**config.mk**
```make
export PLATFORM = sky130hd
export DESIGN_NAME = ecc_apb_job_driver_flat
export DESIGN_NICKNAME = d
export VERILOG_FILES = /design/src/rtl/ecc_apb_job_driver_pkg.sv /design/src/rtl/ecc_apb_job_driver_if.sv /design/src/rtl/ecc_apb_write_seq.sv /design/src/rtl/ecc_apb_job_driver.sv /design/src/flat_wrapper.sv
export SDC_FILE = /design/constraint.sdc
export NUM_CORES = 1
export LEC_CHECK = 0
export BUFFER_PORTS_ARGS = -buffer_cell sky130_fd_sc_hd__buf_2
export CORE_UTILIZATION = 41
export DETAILED_ROUTE_END_ITERATION = 12
export PLACE_DENSITY = 0.68
export RECOVER_POWER = 50
export REMOVE_ABC_BUFFERS = 1
export SLEW_MARGIN = 10
export SYNTH_ARGS = -nofsm -noshare
export SYNTH_HDL_FRONTEND = slang
export SYNTH_SLANG_ARGS = --single-unit
```
**constraint.sdc**
```tcl
create_clock -name clk -period 3.9 [get_ports clk]
set_input_delay 0 -clock clk [delete_from_list [all_inputs] [get_ports clk]]
set_output_delay 0 -clock clk [all_outputs]
set_load 0.05 [all_outputs]
```
**src/rtl/ecc_apb_job_driver_pkg.sv**
```systemverilog
// Shared constants and types for the ECC APB job driver: register map,
// mode/width encodings and the FSM state encoding.
package ecc_apb_job_driver_pkg;

  localparam logic [3:0] REG_CTRL           = 4'h0;
  localparam logic [3:0] REG_DATA_IN        = 4'h4;
  localparam logic [3:0] REG_CODEWORD_WIDTH = 4'h8;
  localparam logic [3:0] REG_NOISE          = 4'hC;

  typedef enum logic [1:0] {
    MODE_ENCODE       = 2'b00,
    MODE_DECODE       = 2'b01,
    MODE_FULL_CHANNEL = 2'b10
  } mode_e;

  typedef enum logic [1:0] {
    WIDTH_SMALL  = 2'b00,
    WIDTH_MEDIUM = 2'b01,
    WIDTH_LARGE  = 2'b10
  } width_e;

  typedef enum logic [2:0] {
    ST_IDLE      = 3'd0,
    ST_SETUP     = 3'd1,
    ST_ACCESS    = 3'd2,
    ST_WAIT_DONE = 3'd3,
    ST_RESULT    = 3'd4
  } state_e;

  // Write order of the register programming sequence; CTRL is always last.
  typedef enum logic [1:0] {
    WR_DATA_IN        = 2'd0,
    WR_CODEWORD_WIDTH = 2'd1,
    WR_NOISE          = 2'd2,
    WR_CTRL           = 2'd3
  } wr_idx_e;

  // The reserved mode 11 behaves as full channel.
  function automatic mode_e norm_mode(input logic [1:0] ctrl);
    return ctrl[1] ? MODE_FULL_CHANNEL : mode_e'(ctrl);
  endfunction

  function automatic logic [3:0] reg_offset(input wr_idx_e idx);
    case (idx)
      WR_DATA_IN:        return REG_DATA_IN;
      WR_CODEWORD_WIDTH: return REG_CODEWORD_WIDTH;
      WR_NOISE:          return REG_NOISE;
      default:           return REG_CTRL;
    endcase
  endfunction

endpackage

```
**src/rtl/ecc_apb_job_driver_if.sv**
```systemverilog
// APB write-only bus between the job driver (master) and the ECC register block.
interface ecc_apb_job_driver_if #(
  parameter int AMBA_ADDR_WIDTH = 20,
  parameter int AMBA_WORD       = 32
) ();
  logic [AMBA_ADDR_WIDTH-1:0] PADDR;
  logic [AMBA_WORD-1:0]       PWDATA;
  logic                       PSEL;
  logic                       PENABLE;
  logic                       PWRITE;

  modport master (output PADDR, PWDATA, PSEL, PENABLE, PWRITE);
  modport slave  (input  PADDR, PWDATA, PSEL, PENABLE, PWRITE);
endinterface

```
**src/rtl/ecc_apb_write_seq.sv**
```systemverilog
// APB SETUP/ACCESS sequencer: latches a job on start and walks the register
// writes, skipping NOISE unless the job is full channel.
module ecc_apb_write_seq
  import ecc_apb_job_driver_pkg::*;
#(
  parameter int AMBA_ADDR_WIDTH = 20,
  parameter int AMBA_WORD       = 32,
  parameter int BASE_ADDR       = 0
) (
  input  logic                 clk,
  input  logic                 rst,
  input  logic                 start,
  input  logic [1:0]           job_ctrl,
  input  logic [1:0]           job_width,
  input  logic [AMBA_WORD-1:0] job_data,
  input  logic [AMBA_WORD-1:0] job_noise,
  output logic                 last_done,
  ecc_apb_job_driver_if.master apb
);

  localparam logic [AMBA_ADDR_WIDTH-1:0] BASE = AMBA_ADDR_WIDTH'(BASE_ADDR);

  state_e                     phase_q, phase_d;
  wr_idx_e                    idx_q, idx_d;
  mode_e                      mode_q, mode_d;
  logic [1:0]                 width_q, width_d;
  logic [AMBA_WORD-1:0]       data_q, data_d;
  logic [AMBA_WORD-1:0]       noise_q, noise_d;
  logic [AMBA_ADDR_WIDTH-1:0] paddr_q, paddr_d;
  logic [AMBA_WORD-1:0]       pwdata_q, pwdata_d;
  logic                       psel_q, psel_d;
  logic                       penable_q, penable_d;
  logic                       pwrite_q, pwrite_d;
  logic                       load;

  always_comb begin
    phase_d   = phase_q;
    idx_d     = idx_q;
    mode_d    = mode_q;
    width_d   = width_q;
    data_d    = data_q;
    noise_d   = noise_q;
    paddr_d   = paddr_q;
    pwdata_d  = pwdata_q;
    psel_d    = psel_q;
    penable_d = penable_q;
    pwrite_d  = pwrite_q;
    load      = 1'b0;

    case (phase_q)
      ST_IDLE: begin
        if (start) begin
          mode_d  = norm_mode(job_ctrl);
          width_d = job_width;
          data_d  = job_data;
          noise_d = job_noise;
          idx_d   = WR_DATA_IN;
          phase_d = ST_SETUP;
          load    = 1'b1;
        end
      end
      ST_SETUP: begin
        phase_d   = ST_ACCESS;
        penable_d = 1'b1;
      end
      ST_ACCESS: begin
        if (idx_q == WR_CTRL) begin
          phase_d   = ST_IDLE;
          paddr_d   = '0;
          pwdata_d  = '0;
          psel_d    = 1'b0;
          penable_d = 1'b0;
          pwrite_d  = 1'b0;
        end else begin
          if (idx_q == WR_DATA_IN)
            idx_d = WR_CODEWORD_WIDTH;
          else if (idx_q == WR_CODEWORD_WIDTH && mode_q == MODE_FULL_CHANNEL)
            idx_d = WR_NOISE;
          else
            idx_d = WR_CTRL;
          phase_d = ST_SETUP;
          load    = 1'b1;
        end
      end
      default: phase_d = ST_IDLE;
    endcase

    // Address and data for the next SETUP come from the freshly selected index.
    if (load) begin
      psel_d    = 1'b1;
      penable_d = 1'b0;
      pwrite_d  = 1'b1;
      paddr_d   = BASE + AMBA_ADDR_WIDTH'(reg_offset(idx_d));
      case (idx_d)
        WR_DATA_IN:        pwdata_d = data_d;
        WR_CODEWORD_WIDTH: pwdata_d = {{(AMBA_WORD-2){1'b0}}, width_d};
        WR_NOISE:          pwdata_d = noise_d;
        default:           pwdata_d = {{(AMBA_WORD-2){1'b0}}, mode_d};
      endcase
    end
  end

  always_ff @(posedge clk or negedge rst) begin
    if (!rst) begin
      phase_q   <= ST_IDLE;
      idx_q     <= WR_DATA_IN;
      mode_q    <= MODE_ENCODE;
      width_q   <= '0;
      data_q    <= '0;
      noise_q   <= '0;
      paddr_q   <= '0;
      pwdata_q  <= '0;
      psel_q    <= 1'b0;
      penable_q <= 1'b0;
      pwrite_q  <= 1'b0;
    end else begin
      phase_q   <= phase_d;
      idx_q     <= idx_d;
      mode_q    <= mode_d;
      width_q   <= width_d;
      data_q    <= data_d;
      noise_q   <= noise_d;
      paddr_q   <= paddr_d;
      pwdata_q  <= pwdata_d;
      psel_q    <= psel_d;
      penable_q <= penable_d;
      pwrite_q  <= pwrite_d;
    end
  end

  assign last_done   = (phase_q == ST_ACCESS) && (idx_q == WR_CTRL);
  assign apb.PADDR   = paddr_q;
  assign apb.PWDATA  = pwdata_q;
  assign apb.PSEL    = psel_q;
  assign apb.PENABLE = penable_q;
  assign apb.PWRITE  = pwrite_q;

endmodule

```
**src/rtl/ecc_apb_job_driver.sv**
```systemverilog
// Job-level controller: accepts a job, lets the write sequencer program the
// ECC block, then waits for operation_done (with watchdog) and holds the result.
module ecc_apb_job_driver
  import ecc_apb_job_driver_pkg::*;
#(
  parameter int AMBA_ADDR_WIDTH = 20,
  parameter int AMBA_WORD       = 32,
  parameter int DATA_WIDTH      = 32,
  parameter int BASE_ADDR       = 0,
  parameter int TIMEOUT_CYCLES  = 15
) (
  input  logic                  clk,
  input  logic                  rst,
  input  logic                  job_valid,
  output logic                  job_ready,
  input  logic [1:0]            job_ctrl,
  input  logic [1:0]            job_width,
  input  logic [AMBA_WORD-1:0]  job_data,
  input  logic [AMBA_WORD-1:0]  job_noise,
  ecc_apb_job_driver_if.master  apb,
  input  logic                  operation_done,
  input  logic [DATA_WIDTH-1:0] data_out,
  input  logic [1:0]            num_of_errors,
  output logic                  res_valid,
  input  logic                  res_ready,
  output logic [DATA_WIDTH-1:0] res_data,
  output logic [1:0]            res_errors,
  output logic                  res_timeout,
  output logic                  busy
);

  localparam logic [7:0] WD_LAST = 8'(TIMEOUT_CYCLES - 1);

  state_e                state_q, state_d;
  logic [7:0]            wd_q, wd_d;
  logic                  job_ready_q, job_ready_d;
  logic                  res_valid_q, res_valid_d;
  logic [DATA_WIDTH-1:0] res_data_q, res_data_d;
  logic [1:0]            res_errors_q, res_errors_d;
  logic                  res_timeout_q, res_timeout_d;
  logic                  busy_q, busy_d;
  logic                  start;
  logic                  last_done;

  assign start = (state_q == ST_IDLE) && job_valid && job_ready_q;

  ecc_apb_write_seq #(
    .AMBA_ADDR_WIDTH (AMBA_ADDR_WIDTH),
    .AMBA_WORD       (AMBA_WORD),
    .BASE_ADDR       (BASE_ADDR)
  ) u_write_seq (
    .clk       (clk),
    .rst       (rst),
    .start     (start),
    .job_ctrl  (job_ctrl),
    .job_width (job_width),
    .job_data  (job_data),
    .job_noise (job_noise),
    .last_done (last_done),
    .apb       (apb)
  );

  always_comb begin
    state_d       = state_q;
    wd_d          = wd_q;
    res_valid_d   = res_valid_q;
    res_data_d    = res_data_q;
    res_errors_d  = res_errors_q;
    res_timeout_d = res_timeout_q;

    case (state_q)
      ST_IDLE:   if (start) state_d = ST_SETUP;
      ST_SETUP:  state_d = ST_ACCESS;
      ST_ACCESS: begin
        if (last_done) begin
          state_d = ST_WAIT_DONE;
          wd_d    = '0;
        end else begin
          state_d = ST_SETUP;
        end
      end
      ST_WAIT_DONE: begin
        // A done pulse wins over a watchdog expiry in the same cycle.
        if (operation_done) begin
          res_data_d    = data_out;
          res_errors_d  = num_of_errors;
          res_timeout_d = 1'b0;
          res_valid_d   = 1'b1;
          state_d       = ST_RESULT;
        end else if (wd_q == WD_LAST) begin
          res_data_d    = '0;
          res_errors_d  = '0;
          res_timeout_d = 1'b1;
          res_valid_d   = 1'b1;
          state_d       = ST_RESULT;
        end else begin
          wd_d = wd_q + 8'd1;
        end
      end
      ST_RESULT: begin
        if (res_valid_q && res_ready) begin
          res_valid_d = 1'b0;
          state_d     = ST_IDLE;
        end
      end
      default: state_d = ST_IDLE;
    endcase

    busy_d      = (state_d != ST_IDLE);
    job_ready_d = (state_d == ST_IDLE) && !res_valid_d;
  end

  always_ff @(posedge clk or negedge rst) begin
    if (!rst) begin
      state_q       <= ST_IDLE;
      wd_q          <= '0;
      job_ready_q   <= 1'b0;
      res_valid_q   <= 1'b0;
      res_data_q    <= '0;
      res_errors_q  <= '0;
      res_timeout_q <= 1'b0;
      busy_q        <= 1'b0;
    end else begin
      state_q       <= state_d;
      wd_q          <= wd_d;
      job_ready_q   <= job_ready_d;
      res_valid_q   <= res_valid_d;
      res_data_q    <= res_data_d;
      res_errors_q  <= res_errors_d;
      res_timeout_q <= res_timeout_d;
      busy_q        <= busy_d;
    end
  end

  assign job_ready   = job_ready_q;
  assign res_valid   = res_valid_q;
  assign res_data    = res_data_q;
  assign res_errors  = res_errors_q;
  assign res_timeout = res_timeout_q;
  assign busy        = busy_q;

endmodule

```
**src/flat_wrapper.sv**
```systemverilog
// flat-port wrapper written by rule: the top's interface ports become plain ports
module ecc_apb_job_driver_flat import ecc_apb_job_driver_pkg::*;
#(
  parameter int AMBA_ADDR_WIDTH = 20,
  parameter int AMBA_WORD       = 32,
  parameter int DATA_WIDTH      = 32,
  parameter int BASE_ADDR       = 0,
  parameter int TIMEOUT_CYCLES  = 15
)
  (clk, rst, job_valid, job_ready, job_ctrl, job_width, job_data, job_noise, operation_done, data_out, num_of_errors, res_valid, res_ready, res_data, res_errors, res_timeout, busy, apb_PADDR, apb_PWDATA, apb_PSEL, apb_PENABLE, apb_PWRITE);
  ecc_apb_job_driver_if #(.AMBA_ADDR_WIDTH(AMBA_ADDR_WIDTH), .AMBA_WORD(AMBA_WORD)) apb_i ();
  input  logic clk;
  input  logic rst;
  input  logic job_valid;
  output logic job_ready;
  input  logic [1:0] job_ctrl;
  input  logic [1:0] job_width;
  input  logic [AMBA_WORD-1:0] job_data;
  input  logic [AMBA_WORD-1:0] job_noise;
  input  logic operation_done;
  input  logic [DATA_WIDTH-1:0] data_out;
  input  logic [1:0] num_of_errors;
  output logic res_valid;
  input  logic res_ready;
  output logic [DATA_WIDTH-1:0] res_data;
  output logic [1:0] res_errors;
  output logic res_timeout;
  output logic busy;
  output wire logic [$bits(apb_i.PADDR)-1:0] apb_PADDR;
  output wire logic [$bits(apb_i.PWDATA)-1:0] apb_PWDATA;
  output wire logic [$bits(apb_i.PSEL)-1:0] apb_PSEL;
  output wire logic [$bits(apb_i.PENABLE)-1:0] apb_PENABLE;
  output wire logic [$bits(apb_i.PWRITE)-1:0] apb_PWRITE;
  assign apb_PADDR = apb_i.PADDR;
  assign apb_PWDATA = apb_i.PWDATA;
  assign apb_PSEL = apb_i.PSEL;
  assign apb_PENABLE = apb_i.PENABLE;
  assign apb_PWRITE = apb_i.PWRITE;
  ecc_apb_job_driver #(.AMBA_ADDR_WIDTH(AMBA_ADDR_WIDTH), .AMBA_WORD(AMBA_WORD), .DATA_WIDTH(DATA_WIDTH), .BASE_ADDR(BASE_ADDR), .TIMEOUT_CYCLES(TIMEOUT_CYCLES)) u_core (.clk(clk), .rst(rst), .job_valid(job_valid), .job_ready(job_ready), .job_ctrl(job_ctrl), .job_width(job_width), .job_data(job_data), .job_noise(job_noise), .apb(apb_i), .operation_done(operation_done), .data_out(data_out), .num_of_errors(num_of_errors), .res_valid(res_valid), .res_ready(res_ready), .res_data(res_data), .res_errors(res_errors), .res_timeout(res_timeout), .busy(busy));
endmodule
```
==> flow_results.org <==
** Outcome
- Status :: finished with violations
- The final reports fail on max-capacitance violations, max-slew violations.

** Logic synthesis
- Post-synth design cell area :: 5610 µm²
- Dominant synthesized flop cell :: dfrtp_1
- The average instance in the mapped netlist occupies around 13 µm².
- Multiplexer fraction of the synthesized cell area :: 0.0962
- The Yosys step of the flow raised 0 warnings.
- The share of synthesized area in the top cell type comes to 0.567.
- Of the total synthesized cell area, the portion taken by XOR and XNOR cells is 0.00937.
- In this run, synthesis produced a sequential element count of 127.
- dfrtp_1 is the most common cell in the netlist.
- Share of the yosys chip area belonging to registers :: 0.567
- Post-synth EDFFs :: 0
- For this run, asynchronously set or reset flops after synthesis account for 1.00.
- The compound-cell area share of the yosys netlist is 0.200.
- Of the total synthesized cell area, the portion taken by AND, OR, NAND and NOR gates is 0.0556.
- Instance count of the mapped netlist :: 426
- Synthesis instantiated 51 different standard cells from the library.
- Commonest cells in the netlist :: dfrtp_1 (127), a22o_1 (67), a41o_1 (30), mux2_4 (30), clkbuf_1 (21)
- In the post-synthesis netlist, the biggest area contributors are dfrtp_1 (57%), a22o_1 (10%), mux2_4 (8.0%).
- Cell type contributing the most total cell area after synthesis :: dfrtp_1
- Area share of fa/ha/maj cells after synthesis :: 0.0112
- After synthesis, the largest family of logic cells by area is compound AO/OA/AOI/OAI gates.

** Critical path
- Critical register-to-register path endpoint :: u_core.u_write_seq.apb.PWDATA[11]
- Cell type of the slowest stage on the worst timing path :: dfrtp_1
- STA puts the critical path data required time at between 4 and 5 ns.
- Count of cells along the worst register-to-register path :: 9
- The critical path goes through nand4bb_4, nor2_1, nand2_1, a22o_1, ha_1, nor2_2, buf_4, a22o_1, a41o_1.
- Counting stages on the worst path, the most repeated cell is a22o_1.
- In this run the worst path has a maximum fanout of 21.
- Kind of critical path :: flip-flop to flip-flop
- Largest incremental delay on the critical path :: 0.44 ns
- Startpoint of the most critical register-to-register path :: u_core.state_q[0]
- STA classifies the critical path endpoint as a flip-flop.
- The worst register-to-register path has a setup slack of 1.03 ns.
- Arrival time worst endpoint :: 3.22 ns
- CP startpoint kind :: flip-flop

** Clock tree
- The clock passes through at most 2 buffers.
- The H-tree was split into 4 levels.
- The number of clock buffers added by TritonCTS is 17.
- The clock drives 127 sinks.
- After clock tree synthesis, the setup repair step added 0 buffers.
- CTS tree :: built
- CTS Root Buffer Type :: clkbuf_16
- After clock tree synthesis, the clock-pin slew on the worst setup and hold paths is roughly 0.06 ns.
- Clock latency on the worst-skew pair, taken at its later pin, is 0.42 ns.

** Place
- Routability-driven placement finished with a final weighted congestion of about 0.87.
- Once detailed placement completed, the half-perimeter wirelength came to 9020 µm.
- Buffers placed on the I/O ports in this run total ~180.

** Drt
- Wire length on met3 :: 1040 µm
- Before antenna repair, the detailed router went through 4 iterations.
- Number of remaining DRC errors :: 0
- Dividing the detail-routed wire length by the instance count gives about 17 µm.
- Routed length on met2 :: 7240 µm
- Highest metal layer used by the detailed router :: met4
- Post-Route M1 WL :: roughly 6700 µm
- Vias :: around 4700
- Number of routed nets with antenna violations :: 0
- Routed via count divided by cell count :: 5.21
- The final layout contains routed wiring with a total length of around 15000 µm.
- Initial detailed-routing violation count :: 330

** Pwr
- Leakage component of the power :: 4.10 nW
- Comb pwr share :: 0.467
- Sw frac :: 0.442
- Power Dens Cells :: ~890 nW/µm²
- Of the total power, the clock network draws 0.223.
- Worst IR Drop VDD :: 0.641 mV
- Internal power :: 4.05 mW
- Switching power :: between 3 and 4 mW
- Sequential fraction of design power :: 0.310

** GRT
- Total GRT Usage :: 0.229
- Vias in the first global route :: 4877
- Number of antenna violations at the first check in global routing :: 0
- Wire length of the first global-routing pass :: roughly 25000 µm
- Entering global routing, the biggest net connects 54 pins.
- GR Overflow Total :: 0

** Hold path
- Number of cells on the worst hold path :: 4
- The worst hold path begins at job_valid.
- The min-delay analysis places its worst path in the category input pin to flip-flop.
- For hold timing, the worst endpoint is u_core.state_q[0].

** Layout
- Layout-stage area growth over the synthesis result :: 45.3%
- Fill cell total of the finished layout :: 1047
- Of the cells placed in the final design, the portion with a size suffix greater than 1 is 0.265.
- Antenna diode count :: 0
- Measured on the finished design, the core utilization comes to 0.613.
- Fin nets :: approximately 820

** Timing
- Final number of hold-violating endpoints :: 0
- Hold timing on the final database bottoms out at a slack of 0.0925 ns.
- In the finished design, the share of the clock period the worst path needs comes to 0.735.
- Measured against its own limit, the worst slew margin works out to -0.884.
- Pin slew with the least headroom to its limit :: 2.83 ns
- Setup tns final :: 0 ns
- The count of pins over their slew limit is 54.
- Timing would allow up to 349 MHz.
- Between clock sinks in the finished design, the worst skew comes to around 0.0077 ns.
- Total of endpoints with negative setup slack in the final report :: 0
- Setup repair after global routing left no endpoint under its margin.
- For the finished layout, the period the worst path requires is 2.87 ns.

** Run
- Max-cap viol count :: 1

** Floorplanning
- Row cnt :: 42
- Initial Utilization :: 0.422
- Measured along the y axis, the die boundary spans 119 µm.
- The core region is 13300 µm².
- The floorplan step set the die width to 119 µm.
- The floorplan step defined a die boundary enclosing 14100 µm².
- In this run the count of I/O pins placed on the die edge is 200.
## routing by layer
layer / GRT usage / vias up
met5: 0 / -
met4: 0.0854 / 0
met3: 0.0608 / 23
met2: 0.373 / 228
met1: 0.292 / 2274
li1: - / 2135
## layout by cell type, fill, tap and decap left out, types with 8 or more instances in the layout
cell	synthesis	routed
nor2_1	13	12
buf_4	19	8
clkbuf_1	21	77
conb_1	1	18
dlygate4sd3_1	0	105
mux2_4	30	30
a41o_1	30	30
clkbuf_16	0	17
dfrtp_1	127	127
a22o_1	67	67
nand2_1	14	14
buf_2	8	105
inv_1	11	11
## sequential cells by signal, summed over array words and instances, names as in the netlist, 2 cells and up
| register | flops |
|---|---|
| u_core.res_data | 32 |
| u_core.res_errors | 2 |
| u_core.state_q | 3 |
| u_core.u_write_seq.apb.PADDR | 2 |
| u_core.u_write_seq.apb.PWDATA | 32 |
| u_core.u_write_seq.data_q | 2 |
| u_core.u_write_seq.idx_q | 2 |
| u_core.u_write_seq.mode_q | 2 |
| u_core.u_write_seq.noise_q | 32 |
| u_core.u_write_seq.phase_q | 2 |
| u_core.u_write_seq.width_q | 2 |
| u_core.wd_q | 8 |
## worst max-delay path by stage
stage	start	endpoint	slack, ns	depth (start not counted)
floorplan	u_core.job_ready	u_core.u_write_seq.apb.PWDATA[0]	0.15	9
global placement	u_core.state_q[0]	u_core.u_write_seq.apb.PWDATA[3]	1.18	9
detailed placement	u_core.state_q[0]	u_core.u_write_seq.apb.PWDATA[11]	1.06	9
CTS	u_core.state_q[0]	u_core.u_write_seq.apb.PWDATA[28]	1.04	9
global route	rst	u_core.u_write_seq.apb.PWDATA[29]	0.57	3
finish	u_core.state_q[0]	u_core.u_write_seq.apb.PWDATA[11]	1.03	9
## logic make-up after synthesis
logic type / Yosys count
adders and majority gates: 5
xor gates and xnor gates: 6
muxes: 38
DFF: 127
other: 1
buffers and inverters: 63
AOI/OAI and AO/OA: 131
and+or+nand+nor: 55
## cell type report
type / count / area (µm²) / area share
inverter: 11 / 41.3 / 0.00507
clock inverter: 11 / 138 / 0.0169
sequential: 127 / 3180 / 0.390
clock buffer: 21 / 470 / 0.0577
multi-input combinational: 253 / 2160 / 0.266
timing repair buffer: 295 / 1940 / 0.238
tap: 176 / 220 / 0.0270
## power by group through the flow
stage | combinational (mW) | clock, mW | sequential (mW)
after detailed placement | 3.37 | 0 | 2.23
after global placement | 3.32 | 0 | 2.23
after CTS | 3.46 | 1.65 | 2.22
after floorplan | 1.40 | 0 | 3.32
final | 3.39 | 1.62 | 2.25
after global routing | 3.61 | 1.71 | 2.32
## repair_timing
item | in CTS | in global routing
hold buffers | 105 | 0
gates resized for setup | 0 | 0
hold endpoints to repair | 155 | 0
setup endpoints to repair | 0 | 0
## critical path: cells and delay by family, from the launching register on
kind,cells,cell delay (ns)
flops,1,0.44
buf+inv,1,0.36
compound gates,3,0.58
fa+ha+maj,1,0.28
simple gates,4,1.13
## stage by stage
step / setup WS, ns / cell area (µm²) / cells / power (mW)
global placement: 1.18 / 6570 / 756 / 5.54
global route: 0.568 / 8150 / 894 / 7.64
CTS: 1.04 / 8230 / 893 / 7.33
floorplan: 0.154 / 5370 / 391 / 4.72
detailed placement: 1.06 / 6570 / 756 / 5.60
finish: 1.03 / 8150 / 894 / 7.26
Note: power is estimated with default switching activity, not from simulation.
